`src/rtl/mux_nx1_rr_pipe.sv`:
```
// N-to-1 word selector with fixed or round-robin channel choice, feeding a
// one-entry registered output stage with valid/ready back-pressure.
module mux_nx1_rr_pipe #(
   parameter int unsigned WIDTH    = 16,
   parameter int unsigned CHANNELS = 4,
   parameter int unsigned SEL_W    = 2
) (
   input  logic                      clk,
   input  logic                      rst_n,
   input  logic                      mode,
   input  logic [SEL_W-1:0]          sel,
   input  logic [CHANNELS*WIDTH-1:0] in_data,
   input  logic [CHANNELS-1:0]       in_valid,
   output logic [CHANNELS-1:0]       in_ready,
   output logic [WIDTH-1:0]          out_data,
   output logic [SEL_W-1:0]          out_chan,
   output logic                      out_valid,
   input  logic                      out_ready,
   output logic                      sel_err
);

   localparam int unsigned SEL_N = 2**SEL_W;

   logic [SEL_N*WIDTH-1:0] dataPad;
   logic [SEL_N-1:0]       validPad;
   logic [WIDTH-1:0]       chanWord [SEL_N];
   logic [SEL_W-1:0]       lastGrant;
   logic [SEL_W-1:0]       rrCand;
   logic                   rrFound;
   logic [SEL_W-1:0]       candidate;
   logic                   selOk;
   logic                   load;
   logic                   grant;
   logic                   selErrNext;

   // Pad sources out to the full select space so every index is in range.
   assign dataPad  = (SEL_N*WIDTH)'(in_data);
   assign validPad = SEL_N'(in_valid);

   for (genvar g = 0; g < SEL_N; g++) begin : gWord
      assign chanWord[g] = dataPad[g*WIDTH +: WIDTH];
   end

   // Round-robin search starts after the last grant, wrapping modulo CHANNELS.
   always_comb begin
      int unsigned idx;
      rrFound = 1'b0;
      rrCand  = '0;
      idx     = 0;
      for (int unsigned k = 1; k <= CHANNELS; k++) begin
         idx = 32'(lastGrant) + k;
         if (idx >= CHANNELS) idx = idx - CHANNELS;
         if (!rrFound && validPad[SEL_W'(idx)]) begin
            rrFound = 1'b1;
            rrCand  = SEL_W'(idx);
         end
      end
   end

   always_comb begin
      load       = !out_valid || out_ready;
      selOk      = (32'(sel) < CHANNELS);
      candidate  = mode ? rrCand : sel;
      grant      = rst_n && load && (mode ? rrFound : (selOk && validPad[sel]));
      selErrNext = !mode && !selOk && load;
   end

   for (genvar g = 0; g < CHANNELS; g++) begin : gReady
      assign in_ready[g] = grant && (candidate == SEL_W'(g));
   end

   // Output stage and round-robin pointer.
   always_ff @(posedge clk) begin
      if (!rst_n) begin
         out_valid <= 1'b0;
         out_data  <= '0;
         out_chan  <= '0;
         sel_err   <= 1'b0;
         lastGrant <= SEL_W'(CHANNELS - 1);
      end else begin
         sel_err <= selErrNext;
         if (load) begin
            out_valid <= grant;
            if (grant) begin
               out_data <= chanWord[candidate];
               out_chan <= candidate;
            end
         end
         if (grant && mode) lastGrant <= candidate;
      end
   end

endmodule

```
`config.mk`:
```
export PLATFORM = sky130hd
export DESIGN_NAME = mux_nx1_rr_pipe
export DESIGN_NICKNAME = d
export VERILOG_FILES = /design/src/rtl/mux_nx1_rr_pipe.sv
export SDC_FILE = /design/constraint.sdc
export NUM_CORES = 1
export LEC_CHECK = 0
export ABC_AREA = 1
export CORE_ASPECT_RATIO = 1.1
export CORE_MARGIN = 2
export CORE_UTILIZATION = 40
export CTS_BUF_LIST = sky130_fd_sc_hd__clkbuf_2 sky130_fd_sc_hd__clkbuf_4 sky130_fd_sc_hd__clkbuf_8
export DETAILED_ROUTE_END_ITERATION = 10
export PLACE_DENSITY = 0.88
export SYNTH_ARGS = -nofsm -noshare
export SYNTH_HDL_FRONTEND = slang
export SYNTH_SLANG_ARGS = --single-unit
```
`constraint.sdc`:
```
create_clock -name clk -period 2 [get_ports clk]
set_clock_uncertainty 0.1 [all_clocks]
set_input_delay 0.3 -clock clk [delete_from_list [all_inputs] [get_ports clk]]
set_output_delay 0.3 -clock clk [all_outputs]
set_load 0.005 [all_outputs]
```
# Yosys cells after proc, flatten, opt, wreduce, memory -nomap -nowiden
# Index checks and enable logic that the tools add are counted.
dict set report op_classes {
  magnitude_cmp 10
  div 0
  reduce_logical 17
  multipliers 0
  shifts 0
  addsub 8
  bitwise_logic 1
  mux 27
  eq_ne 3
}
# operator count
set op_table {}
lappend op_table {{binary-select mux 16 bit (select 2 bit)} 1}
lappend op_table {{two-way mux 16 bit} 2}
lappend op_table {{two-way mux 2 bit} 9}
lappend op_table {{less-than comparator 2 x 3 -> 1 bit (second input constant)} 5}
lappend op_table {{>= comparator 3 bit (second input constant)} 4}
lappend op_table {{binary-select mux 1 bit (select 2 bit)} 5}
lappend op_table {{logical AND 1 bit} 10}
lappend op_table {{two-way mux 1 bit} 10}
lappend op_table {{subtractor 2 x 1 -> 2 bit (second input constant)} 4}
lappend op_table {{adder 2 x 2 -> 3 bit (second input constant)} 2}
lappend op_table {{adder 2 x 3 -> 4 bit (second input constant)} 1}
lappend op_table {{equality test 2 bit (second input constant)} 2}
lappend op_table {{>= comparator 4 x 3 -> 1 bit (second input constant)} 1}
lappend op_table {{logical NOT 1 bit} 4}
lappend op_table {{adder 2 x 1 -> 3 bit (second input constant)} 1}
lappend op_table {{inverter 2 -> 3 bit} 1}
lappend op_table {{equality test 2 x 1 -> 1 bit (second input constant)} 1}
lappend op_table {{logical NOT 2 bit} 1}
lappend op_table {{AND reduction 2 bit} 1}
lappend op_table {{logical OR 1 bit} 1}
dict set report word_totals {
  mem_bits_ro 0
  in_bits 74
  latchBits 0
  n_memories 0
  output_inout_bits 24
  ramBits 0
  elab_cells 70
  ff_bits 21
}

# Logic depth before layout (Yosys ltp)
# Gate-level depths: netlist (run 1).
dict set report depth {
  ltp_word 20
  ltp_mapped 18
  mapped_depth_nobuf 16
}

# Worst setup path after synthesis (run 1)
# Ideal clock, no wire load.
dict set report synth_path {
  path_kind {register to output}
  startpoint {register lastGrant[1]}
  endpoint {output port in_ready[2]}
  path_stages_with_launch 17
  path_buffers 2
  path_slack_ns 0.091
  t_arrival_ns 1.509
  path_cell_list {dfxtp_1 -> buf_6 -> inv_6 -> nand2_2 -> nand2_2 -> nand2_2 -> nand2_2 -> nor2_2 -> nand2_1 -> inv_1 -> nand3_2 -> nand2_1 -> nand2_1 -> nand2_4 -> buf_6 -> nand2_2 -> nor2_1}
}
dict set report synth_between {
  elab_chain_len 18
  word_cells_on_any_way 43
  cone_classes {add/sub: 8; order compare: 4; eq/ne: 1; mux: 22; reduce/logical: 8}
}
# element line_no
set synth_lines {}
lappend synth_lines {{start, declared} 27} ;# logic [SEL_W-1:0] lastGrant;
lappend synth_lines {{start signal, assigned} 79} ;# lastGrant <= SEL_W'(CHANNELS - 1);
lappend synth_lines {{start signal, assigned} 89} ;# if (grant && mode) lastGrant <= candidate;
lappend synth_lines {{adder 2 x 1 -> 3 bit} 51} ;# idx = 32'(lastGrant) + k;
lappend synth_lines {{>= comparator 3 bit or subtractor 2 x 1 -> 2 bit (tied branches)} 52} ;# if (idx >= CHANNELS) idx = idx - CHANNELS;
lappend synth_lines {{two-way mux 2 bit} 52}
lappend synth_lines {{binary-select mux 1 bit (select 2 bit)} 53} ;# if (!rrFound && validPad[SEL_W'(idx)]) begin
lappend synth_lines {{two-way mux 1 bit (implied by the code)} 53}
lappend synth_lines {{two-way mux 1 bit} 53}
lappend synth_lines {{logical NOT 1 bit} 53}
lappend synth_lines {{logical AND 1 bit} 53}
lappend synth_lines {{(+2 left out)} n/a}
lappend synth_lines {{logical AND 1 bit} 53}
lappend synth_lines {{two-way mux 1 bit} 53}
lappend synth_lines {{logical NOT 1 bit} 53}
lappend synth_lines {{logical AND 1 bit} 53}
lappend synth_lines {{two-way mux 2 bit or two-way mux 1 bit (tied branches)} 53}
lappend synth_lines {{two-way mux 2 bit or two-way mux 1 bit (tied branches)} {63, 64}}
lappend synth_lines {{equality test 2 bit or logical AND 1 bit (tied branches)} {69, 64}}
lappend synth_lines {{logical AND 1 bit *} 69} ;# assign in_ready[g] = grant && (candidate == SEL_W'(g));
lappend synth_lines {{end, declared} 14} ;# output logic [CHANNELS-1:0] in_ready,
# Every way passes the cells marked *; elsewhere a longest branch is shown, timed or not. The select of a mux whose other input is x is not followed.

# Worst setup path in the final report (run 1)
dict set report layout_path {
  startpoint {register lastGrant[0]}
  endpoint {output port in_ready[2]}
}
# The elaborated chain is that of the path after synthesis.

==> results.tsv, run 1 <==
metric	value	unit
layout net count	538	
Gate power share	0.607	
Net Count, Synth	422	
cts hold-fix bufs	0	
initial antenna violation count	0	
Worst Tran Pin Value	0.709	ns
YS warnings	0	
Max Clock Freq	0.428	GHz
synth top area cells	nand2_1 (28%), dfxtp_1 (22%), nand3_1 (15%)	
cell area power density	573	mW/mm^2
H-Tree Depth	1	
crit path capture type	output pin	
crit path time final	2.34	ns
Async SR Flop Fraction	0	
Top Usage Layer GRT	met2	
Vias	2706	
setup TNS	-3.44	ns
1st-iter DRT viols	104	
# diodes	0	
Post-synth top flop	dfxtp_1	
cts bufs inserted	3	
clk sinks	21	
met1 Usage GRT	0.233	
CP Class	reg2out	
max cap viols	0	
vias per inst	5.21	
failing checks	setup timing	
DP Area	0.00296	sq mm
Int Pwr	1.20	mW
Global Route met3 Usage	0.0473	
maximum VDD drop	353	uV
slew margin rel.	0.527	
status	finished with violations	
Finished Layout Cells	519	
Worst EP arrival	1.94	ns
post-DP HPWL	4580	um
WHS Path Cells	2	
Skew-Pair Late Insertion Delay	0.26	ns
DRT Pass-1 Iters	4	
synth unique cells	25	
share of cells above drive strength 1	0.294	
Setup Viol. Count Final	23	
post-route cell area	0.00354	sq mm
mapped cell area	0.00195	sq mm
Final Hold Viols	0	
Sequential Power Share	0.246	
Tcrit/Tclk final	1.17	
Required @ worst endpoint	1.60	ns
Initial Utilization	0.419	
Worst-path clk slew	0.09	ns
Routed WL	8020	um
Syn Inst Count	348	
RR Endpoint	out_data[6]	
setup slack after layout	-0.336	ns
Clock Tree Root	clkbuf_8	
Routed Antenna Nets	0	
register area share after synthesis	0.216	
switching share of power	0.411	
die area	0.00544	sq mm
Place WS	-0.699	ns
share of Yosys cell area claimed by the top area cell type	0.283	
max-slew violations	0	
critical path launch point type	flip-flop	
post-route core utilization	0.762	
Reg2Reg Setup Slack	-0.24	ns
fillers	351	
WHS	0.381	ns
routability cong.	0.864	
first-pass GRT wire length	10500	um
Port-buffer cells	96	
vias in the first global route	2493	
Power, Total	2.03	mW
Vert. Die Dim	77.2	um
RSZ-0062 raised after global routing	yes	
Routed WL per cell	15.5	um
Area growth syn-to-layout	82.1	%
Net Switching	0.835	mW
r2r worst-path depth	18	
worst-path maximum fanout	8	
Row Count	26	
synthesized flop and latch total	21	
cell taking the most area after synthesis	nand2_1	
Critical R2R Launch	lastGrant[0]	
die width	70.5	um
Min-Delay Path Class	reg2reg	
Leak	1.76	nW
M2 GR Usage	0.444	
Max clock buf depth	2	
min-delay src	out_chan[1]	
core box area	0.00465	sq mm
grt ovf	0	
largest net degree at the start of global routing	34	
Post-Place Cells	501	
Min-Delay Endpoint	out_chan[1]	
GRT Total Usage	0.234	
DRC	0	
Clk network pwr share	0.147	
Mapped Avg Cell Area	5.59	sq um
CTS tree	yes	
Top Ports	98	
number of synthesized flops with an enable pin	0	
## layout make-up
class                   count  area [sq um]  area share
clock buffers               3          41.3      0.0116
well taps                  56          70.1      0.0198
inverters                  33           141      0.0399
flip-flops and latches     21           428       0.121
clock inverters             1          7.51     0.00212
repair buffers            130          1320       0.373
multi-input cells         275          1540       0.433
## cell usage after synthesis (2+ instances only)
library cell	instances
nand3_2	3
o21ai_0	3
a21oi_1	7
nor2_2	3
buf_6	9
buf_4	7
inv_2	3
buf_2	2
nand3_1	57
nand2_2	12
nor2_1	34
dfxtp_1	21
nand2_1	147
nand4_1	2
inv_1	28
## state kept, by name, summed over array words and instances (netlist names)
| register | flops |
|---|---|
| lastGrant | 2 |
| out_chan | 2 |
| out_data | 16 |
| out_valid | 1 |
## power by group through the flow
stage               registers [mW]  logic (mW)  clock network (mW)
global placement             0.502       0.885                   0
detailed placement           0.504       0.907                   0
CTS                          0.496       0.961               0.296
global route                 0.505        1.33               0.321
finish                       0.500        1.23               0.298
floorplan                    0.503       0.575                   0
## worst max-delay path, cell delays in order, from the launching register on
cell     delay, ns
dfxtp_4       0.40
buf_12        0.15
nand2_4       0.07
nand3_2       0.09
nand2_2       0.08
nor2_4        0.15
nand2_1       0.07
inv_1         0.07
nand3_2       0.08
nand2_2       0.07
nand2_2       0.07
nand2_4       0.09
nand2_4       0.06
nor2_1        0.10
buf_2         0.12
## how the worst max path moves through the flow
stage	startpoint	end	slack [ns]	cells after the start
2_1_floorplan	lastGrant[1]	in_ready[2]	0.09	16
5_1_grt	lastGrant[0]	in_ready[2]	-0.42	14
3_3_place_gp	in_valid[2]	in_ready[1]	-0.62	14
4_1_cts	lastGrant[0]	in_ready[2]	-0.23	15
3_5_place_dp	in_valid[3]	in_ready[1]	-0.70	14
6_report	lastGrant[0]	in_ready[2]	-0.34	14
## kinds of logic after synthesis
kind of cell / after synthesis / synth area share
AOI/OAI and AO/OA: 11 / 0.0302
buffers and inverters: 52 / 0.156
DFF: 21 / 0.216
other: 1 / 0.00193
and+or+nand+nor: 263 / 0.596
## metal layers
layer | share of wire | routed length, um | vias to the layer above
li1 | - | - | 1301
met3 | 0.067 | 540 | 33
met5 | 0 | 0 | -
met1 | 0.35 | 2800 | 1242
met2 | 0.54 | 4350 | 130
met4 | 0.041 | 331 | 0
## layout by cell type (no fill, tap or decap), drive strengths merged
| cell | netlist | routed |
|---|---|---|
| nand2 | 161 | 161 |
| dfxtp | 21 | 21 |
| inv | 33 | 33 |
| a21oi | 8 | 8 |
| o21ai | 3 | 3 |
| nand4 | 2 | 2 |
| clkinvlp | 0 | 1 |
| nor3 | 1 | 1 |
| or2 | 1 | 1 |
| buf | 18 | 36 |
| dlygate4sd2 | 0 | 5 |
| clkbuf | 1 | 5 |
| clkdlybuf4s50 | 0 | 87 |
| conb | 1 | 1 |
| nand3 | 61 | 61 |
| nor2 | 37 | 37 |
## timing repair
| action | 4_1_cts | 5_1_grt |
|---|---|---|
| resized for setup | 45 | 87 |
| pin swaps | 18 | 57 |
| gates cloned | 0 | 3 |
| buffers inserted | 11 | 3 |
| endpoints found under the setup margin | 22 | 23 |
| hold endpoints to repair | 0 | 0 |
No activity file was read; power rests on OpenSTA's default activity.
==> run 2: changes to the inputs <==
GPL_TIMING_DRIVEN = 0   (was not set)
SLEW_MARGIN = 20   (was not set)
==> results.tsv, run 2 (synthesized netlist as in run 1, its figures left out) <==
metric	value	unit	change
status	finished with violations		
failing checks	setup timing		
post-DP HPWL	4830	um	+5.6%
grt ovf	0		unchanged
worst-path maximum fanout	5		-3
crit path capture type	output pin		
largest net degree at the start of global routing	13		-62%
maximum VDD drop	283	uV	-20%
Skew-Pair Late Insertion Delay	0.27	ns	about the same
# diodes	0		unchanged
M1 WL	2880	um	+2.8%
Initial Utilization	0.419		unchanged
H-Tree Depth	1		unchanged
Power, Total	1.99	mW	-2.2%
routability cong.	0.835		-3.4%
Max Clock Freq	0.425	GHz	-0.71%
Cell Chain, Critical Path	buf_6 -> clkinv_8 -> nand2_4 -> nand2_4 -> buf_4 -> nand4_1 -> nand3_1 -> inv_2 -> nand2_2 -> nand2_2 -> nand2_4 -> buf_6 -> nor3_2 -> buf_2		
initial antenna violation count	0		unchanged
Largest register FFs	16		unchanged
Worst EP arrival	1.95	ns	about the same
RSZ-0062 raised after global routing	yes		
DRC	0		unchanged
WL met3	502	um	-7.0%
die area	0.00544	sq mm	unchanged
biggest regs	out_data: 16 flops, lastGrant: 2 flops, out_chan: 2 flops		
Routed WL	7570	um	-5.6%
cts bufs inserted	3		unchanged
Biggest register	out_data		
CTS tree	yes		
share of cells above drive strength 1	0.257		-0.0369
met2 WL	3990	um	-8.3%
Port-buffer cells	96		unchanged
DP Area	0.00298	sq mm	+0.72%
clk sinks	21		unchanged
setup slack after layout	-0.353	ns	-0.0167 ns
Crit path top cell by count	nand2_4		
Slowest cell on crit path	dfxtp_2		
Worst-path clk slew	0.09	ns	about the same
critical path launch point type	flip-flop		
DRT Pass-1 Iters	5		+1
max-slew violations	0		unchanged
Routed Antenna Nets	0		unchanged
core box area	0.00465	sq mm	unchanged
Clock Tree Root	clkbuf_8		
Required @ worst endpoint	1.60	ns	about the same
post-route cell area	0.00344	sq mm	-3.0%
Vias	2691		-0.55%
vias in the first global route	2577		+3.4%
post-route core utilization	0.739		-0.0226
die width	70.5	um	unchanged
Min-Delay Path Class	reg2reg		
crit path time final	2.35	ns	+0.0167 ns
cell area power density	578	mW/mm^2	+0.80%
Top Ports	98		unchanged
commonest non-fill, non-tap cell in the layout	nand2_1		
Area growth syn-to-layout	76.7	%	
CP Class	reg2out		
vias per inst	5.07		-2.8%
Row Count	26		unchanged
1st-iter DRT viols	158		+52%
GRT Total Usage	0.264		+0.0299
Place WS	-1.13	ns	-0.432 ns
Final Hold Viols	0		unchanged
first-pass GRT wire length	11800	um	+12%
commonest non-fill, non-tap cells in the layout	nand2_1 (123), clkdlybuf4s50_1 (87), nand3_1 (53)		
uppermost layer routed	met4		
CP max stage delay	0.36	ns	-0.04 ns
Max clock buf depth	2		unchanged
Leak	1.77	nW	+0.60%
layout net count	550		+2.2%
Vert. Die Dim	77.2	um	unchanged
Routed WL per cell	14.3	um	-7.8%
max cap viols	0		unchanged
Setup Viol. Count Final	21		-8.7%
Tcrit/Tclk final	1.18		+0.00835
==> run 2: timing repair <==
item / 4_1_cts / 5_1_grt
setup endpoints to repair: 24 / 22
buffers inserted: 21 / 6
pin swaps: 25 / 26
hold buffers: 0 / 0
resized for setup: 69 / 35
cloned: 3 / 0
==> run 2: worst paths after layout <==
check / slack (ns) / endpoint / cells past startpoint / from
worst max-delay path: -0.35 / in_ready[0] / 14 / lastGrant[0]
worst min-delay path: 0.37 / out_chan[0] / 2 / out_chan[0]
worst max register to register: -0.18 / out_data[4] / 17 / lastGrant[0]
worst min register to register: 0.37 / out_chan[0] / 2 / out_chan[0]
==> run 2: report_power, final <==
part | switching (mW) | leakage (nW) | internal, mW | total, mW
clock network | 0.153 | 0.0255 | 0.139 | 0.293
registers | 0.0290 | 0.173 | 0.467 | 0.496
logic | 0.614 | 1.57 | 0.586 | 1.20
==> run 2: layout make-up <==
| type | instances | area [sq um] |
|---|---|---|
| Buffer | 18 | 196 |
| Inverter | 33 | 156 |
| Clock inverter | 1 | 5.00 |
| Fill cell | 379 | 1210 |
| Timing Repair inverter | 1 | 3.75 |
| Sequential cell | 21 | 423 |
| Timing Repair Buffer | 123 | 1150 |
| Multi-Input combinational cell | 275 | 1400 |
| Clock buffer | 3 | 41.3 |
| Tap cell | 56 | 70.1 |
==> run 2: through the flow <==
step / TNS (ns) / cells / hold slack (ns)
finish: -3.48 / 531 / 0.373
global route: -5.49 / 531 / 0.411
CTS: -1.09 / 527 / 0.372
detailed placement: -13.26 / 500 / 0.360
global placement: -11.88 / 500 / 0.355
floorplan: 0 / 348 / 0.362
==> run 2: metal layers <==
layer / global-route usage / vias up
met2: 0.501 / 124
met1: 0.301 / 1220
met3: 0.0342 / 20
met5: 0 / -
met4: 0.0769 / 0
li1: - / 1327
==> run 2: worst max-delay path: cells and delay by family (launching register included) <==
family	cells	cell delay [ns]
flops	1	0.36
buf+inv	6	0.70
simple gates	8	0.63
==> run 3: changes to the inputs <==
MAX_ROUTING_LAYER = met4   (was not set)
==> results.tsv, run 3 (synthesized netlist as in run 1, its figures left out) <==
metric	value	unit	change
Routed WL	7570	um	about the same
post-route core utilization	0.739		unchanged
Power, Total	1.99	mW	-0.12%
DRT Pass-1 Iters	4		-1
Max clock buf depth	2		unchanged
die area	0.00544	sq mm	unchanged
Clock Tree Root	clkbuf_8		
crit path time final	2.34	ns	-0.0126 ns
CP max stage delay	0.36	ns	about the same
vias in the first global route	2576		-0.039%
Vert. Die Dim	77.2	um	unchanged
GRT Total Usage	0.271		+0.00727
DP Area	0.00298	sq mm	unchanged
initial antenna violation count	0		unchanged
vias per inst	5.07		about the same
Final Hold Viols	0		unchanged
Max Clock Freq	0.427	GHz	+0.54%
max cap viols	0		unchanged
Routed WL per cell	14.3	um	about the same
cts hold-fix bufs	0		unchanged
core box area	0.00465	sq mm	unchanged
setup TNS	-3.27	ns	+0.210 ns
commonest non-fill, non-tap cells in the layout	nand2_1 (123), clkdlybuf4s50_1 (87), nand3_1 (53)		
Min-Delay Path Class	reg2reg		
setup slack after layout	-0.340	ns	+0.0126 ns
Largest register FFs	16		unchanged
grt ovf	0		unchanged
first-pass GRT wire length	11800	um	unchanged
DRC	0		unchanged
1st-iter DRT viols	142		-10%
Row Count	26		unchanged
Top Ports	98		unchanged
Area growth syn-to-layout	76.7	%	unchanged
CP Class	reg2out		
die width	70.5	um	unchanged
critical path launch point type	flip-flop		
Leak	1.77	nW	unchanged
CP top delay family	buffers and inverters		
layout net count	550		unchanged
Tcrit/Tclk final	1.17		-0.00629
Routed Antenna Nets	0		unchanged
# diodes	0		unchanged
crit path capture type	output pin		
failing checks	setup timing		
Crit path top cell by count	nand2_4		
Skew-Pair Late Insertion Delay	0.27	ns	about the same
status	finished with violations		
post-DP HPWL	4830	um	unchanged
max-slew violations	0		unchanged
Vias	2692		+0.037%
Worst EP arrival	1.94	ns	about the same
Worst-path clk slew	0.09	ns	about the same
maximum VDD drop	280	uV	-0.84%
clk sinks	21		unchanged
Required @ worst endpoint	1.60	ns	about the same
commonest non-fill, non-tap cell in the layout	nand2_1		
Buf/Inv on CP	6		unchanged
Biggest register	out_data		
Slowest cell on crit path	dfxtp_2		
RSZ-0062 raised after global routing	yes		
biggest regs	out_data: 16 flops, lastGrant: 2 flops, out_chan: 2 flops		
CTS tree	yes		
H-Tree Depth	1		unchanged
routability cong.	0.847		+1.5%
Cell Chain, Critical Path	buf_6 -> clkinv_8 -> nand2_4 -> nand2_4 -> buf_4 -> nand4_1 -> nand3_1 -> inv_2 -> nand2_2 -> nand2_2 -> nand2_4 -> buf_6 -> nor3_2 -> buf_2		
post-route cell area	0.00344	sq mm	unchanged
Initial Utilization	0.419		unchanged
share of cells above drive strength 1	0.257		unchanged
cell area power density	577	mW/mm^2	-0.12%
cts bufs inserted	3		unchanged
Port-buffer cells	96		unchanged
worst-path maximum fanout	5		unchanged
largest net degree at the start of global routing	13		unchanged
Setup Viol. Count Final	21		unchanged
## run 3: cell counts in the layout (fill, tap and decap cells not counted)
Identical to the previous run, type by type.
## run 3: layer usage
layer / vias up / share of wire / track usage
met5: - / 0 / -
met4: 0 / 0.028 / 0.0769
met3: 21 / 0.065 / 0.0263
met2: 126 / 0.53 / 0.501
met1: 1218 / 0.37 / 0.306
li1: 1327 / - / -
## run 3: cell type report
cell class	count	area (sq um)
Multi-Input combinational cell	275	1400
Fill cell	379	1210
Timing Repair Buffer	123	1150
Sequential cell	21	423
Buffer	18	196
Inverter	33	156
Tap cell	56	70.1
Clock buffer	3	41.3
Clock inverter	1	5.00
Timing Repair inverter	1	3.75
## run 3: path summary, 6_finish.rpt
check | start | endpoint | slack (ns) | cells after the start
hold / removal | out_chan[0] | out_chan[0] | 0.37 | 2
setup reg to reg | lastGrant[0] | out_data[4] | -0.16 | 17
hold reg to reg | out_chan[0] | out_chan[0] | 0.37 | 2
setup / recovery | lastGrant[0] | in_ready[0] | -0.34 | 14
## run 3: worst register-to-register path, delay by kind of cell (launching register included)
family | cells | cell delay, ns
and+or+nand+nor | 11 | 0.92
buffers and inverters | 6 | 0.71
DFF | 1 | 0.36
## run 3: power by group
| part | leakage [nW] | switching [mW] | internal [mW] |
|---|---|---|---|
| combinational | 1.57 | 0.612 | 0.586 |
| sequential | 0.173 | 0.0293 | 0.467 |
| clock | 0.0255 | 0.153 | 0.139 |
| total | 1.77 | 0.794 | 1.19 |
## run 3: metrics by stage
step | worst slack (ns) | cells | hold slack (ns)
after floorplan | 0.0914 | 348 | 0.362
after global placement | -1.09 | 500 | 0.355
after detailed placement | -1.13 | 500 | 0.360
after CTS | -0.272 | 527 | 0.372
after global routing | -0.402 | 531 | 0.411
final | -0.340 | 531 | 0.373
## run 3: what timing repair did
action,CTS,global route
gates cloned,3,0
buffers inserted,21,6
resized for setup,69,35
pin swaps,25,26
endpoints found under the setup margin,24,22
==> patch: new RTL, config.mk and constraints of run 2 <==
Change the parameter `WIDTH` from 16 to 24.
--- a/src/rtl/mux_nx1_rr_pipe.sv
+++ b/src/rtl/mux_nx1_rr_pipe.sv
@@ -1,7 +1,7 @@
 // N-to-1 word selector with fixed or round-robin channel choice, feeding a
 // one-entry registered output stage with valid/ready back-pressure.
 module mux_nx1_rr_pipe #(
-   parameter int unsigned WIDTH    = 16,
+   parameter int unsigned WIDTH    = 24,
    parameter int unsigned CHANNELS = 4,
    parameter int unsigned SEL_W    = 2
 ) (
Ports: changed (resized in_data and out_data); port bits go from 98 to 138. The function was not compared with the original's and may differ.
==> patch against run 2 <==
The run still ends with setup timing left; power rose by 40%; sequential cell count rose by 8; synthesized area rose by 19%; cell area rose by 27%; worst setup slack got worse by 0.13 ns; via count rose by 32%; wire length rose by 36%; synthesized cell count rose by 25%; critical path type unchanged; largest cell class is now buffers; highest routed layer unchanged.
==> patch: results (changes against run 2) <==
# H-tree levels=2 (+1); DR pass1 iterations=6 (+1); Tot GR Track Use=0.295 (+0.0312); initial antenna violation count=0 (unchanged); met3 usage=0.0952 (+0.0611); PortBufs=136 (+42%); final setup TNS=-9.66 ns (-6.18 ns); hold buffers post-CTS=0 (unchanged); most frequent cells after synthesis=171 x nand2_1, 88 x nand3_1, 54 x nor2_1, 29 x dfxtp_1, 27 x inv_1; Leak=2.15 nW (+21%); sequential fraction of the synthesis area=0.250 (+0.0343); share of cells above drive strength 1=0.181 (-0.0758); pin count of the biggest net entering global routing=11 (-2); Internal=1.76 mW (+48%); path depth of the worst reg2reg path=21 (+4); Sequential Area=586 µm² (+38%); Hold Path Depth=2 (unchanged); largest registers=out_data (24), lastGrant (2), out_chan (2); antenna fix cells=0 (unchanged); failing checks=setup timing; global-route wire length before repair=15300 µm (+29%); WHS Endpoint=out_chan[0]; highest cell delay on the worst timing path=0.34 ns (-0.02 ns); WL per Instance=15.2 µm (+6.3%); vias in the first global route=3351 (+30%); met1 usage=0.303 (+0.00151); total number of vias=3542 (+32%); syn_nets=540 (+28%); Min Hold Slack=0.382 ns (+0.00908 ns); Arrival @ worst endpoint=2.08 ns (+0.13 ns); Synth cell types=21 (-16%); dpl ws=-1.16 ns (-0.0276 ns); post-detail-place hpwl=6870 µm (+42%); final setup margin=-0.479 ns (-0.126 ns); # nets final=707 (+29%); # setup viols final=30 (+43%); dpl cells=647 (+29%); Max rail drop VDD=0.367 mV (+30%); Post-Syn Instances=434 (+25%); Root Buffer Master=clkbuf_8; drt initial violations=217 (+37%); R2R setup slack=-0.36 ns (-0.18 ns); vias per cell=5.22 (+2.9%); routability cong.=0.905 (+8.4%); filler instances=468 (+23%); Clock transition at path regs=0.07 ns (-0.02 ns); run status=finished with violations; met2 Use GR=0.545 (+0.0445); worst min path class=flop to flop; top cell family by delay on the critical path=simple AND/OR/NAND/NOR gates; reg-to-reg critical path endpoint=out_data[8]; total CTS buffers=5 (+2); CTS max path bufs=2 (unchanged); Placed Area=3780 µm² (+27%); dominant cells by area after synthesis=nand2_1 28%, dfxtp_1 25%, nand3_1 19%
## patch: logic make-up (layout without fill, tap and decap cells)
| kind of cell | after synthesis | after routing | share of synthesized area |
|---|---|---|---|
| compound gates | 20 | 20 | 0.0448 |
| simple gates | 324 | 324 | 0.585 |
| buf+inv | 60 | 228 | 0.118 |
| other cells | 1 | 1 | 0.00162 |
| flops | 29 | 29 | 0.250 |
## patch: final cells by class
cell class | instances | share of cell area
multi-input cells | 345 | 0.377
repair buffers | 159 | 0.356
flip-flops and latches | 29 | 0.134
plain buffers | 28 | 0.0503
inverters | 32 | 0.0314
well taps | 77 | 0.0220
clock buffers | 6 | 0.0189
clock inverters | 2 | 0.00858
repair inverters | 1 | 0.00143
## patch: per-layer routing
layer | part of all wire | vias to the layer above
li1 | - | 1699
met1 | 0.35 | 1586
met2 | 0.50 | 212
met3 | 0.10 | 45
met4 | 0.042 | 0
met5 | 0 | -
## patch: worst max-delay path by stage
stage | slack [ns] | startpoint | depth (start not counted) | to
2_1_floorplan | 0.04 | lastGrant[0] | 15 | in_ready[0]
3_3_place_gp | -1.11 | mode | 11 | in_ready[3]
4_1_cts | -0.37 | lastGrant[0] | 14 | in_ready[0]
5_1_grt | -0.58 | lastGrant[0] | 15 | in_ready[0]
6_report | -0.48 | lastGrant[0] | 17 | in_ready[1]
3_5_place_dp | -1.16 | mode | 11 | in_ready[1]
## patch: repair_timing
action,4_1_cts,5_1_grt
gates resized for setup,64,48
setup buffers,14,6
pin swaps,15,20
gates cloned,2,2
endpoints found under the setup margin,32,30
## patch: power groups by stage
stage	clock network, mW	logic [mW]	registers [mW]
6_report	0.655	1.45	0.678
5_1_grt	0.682	1.57	0.686
3_3_place_gp	0	1.11	0.687
3_5_place_dp	0	1.13	0.689
4_1_cts	0.656	1.26	0.678
2_1_floorplan	0	0.610	0.694
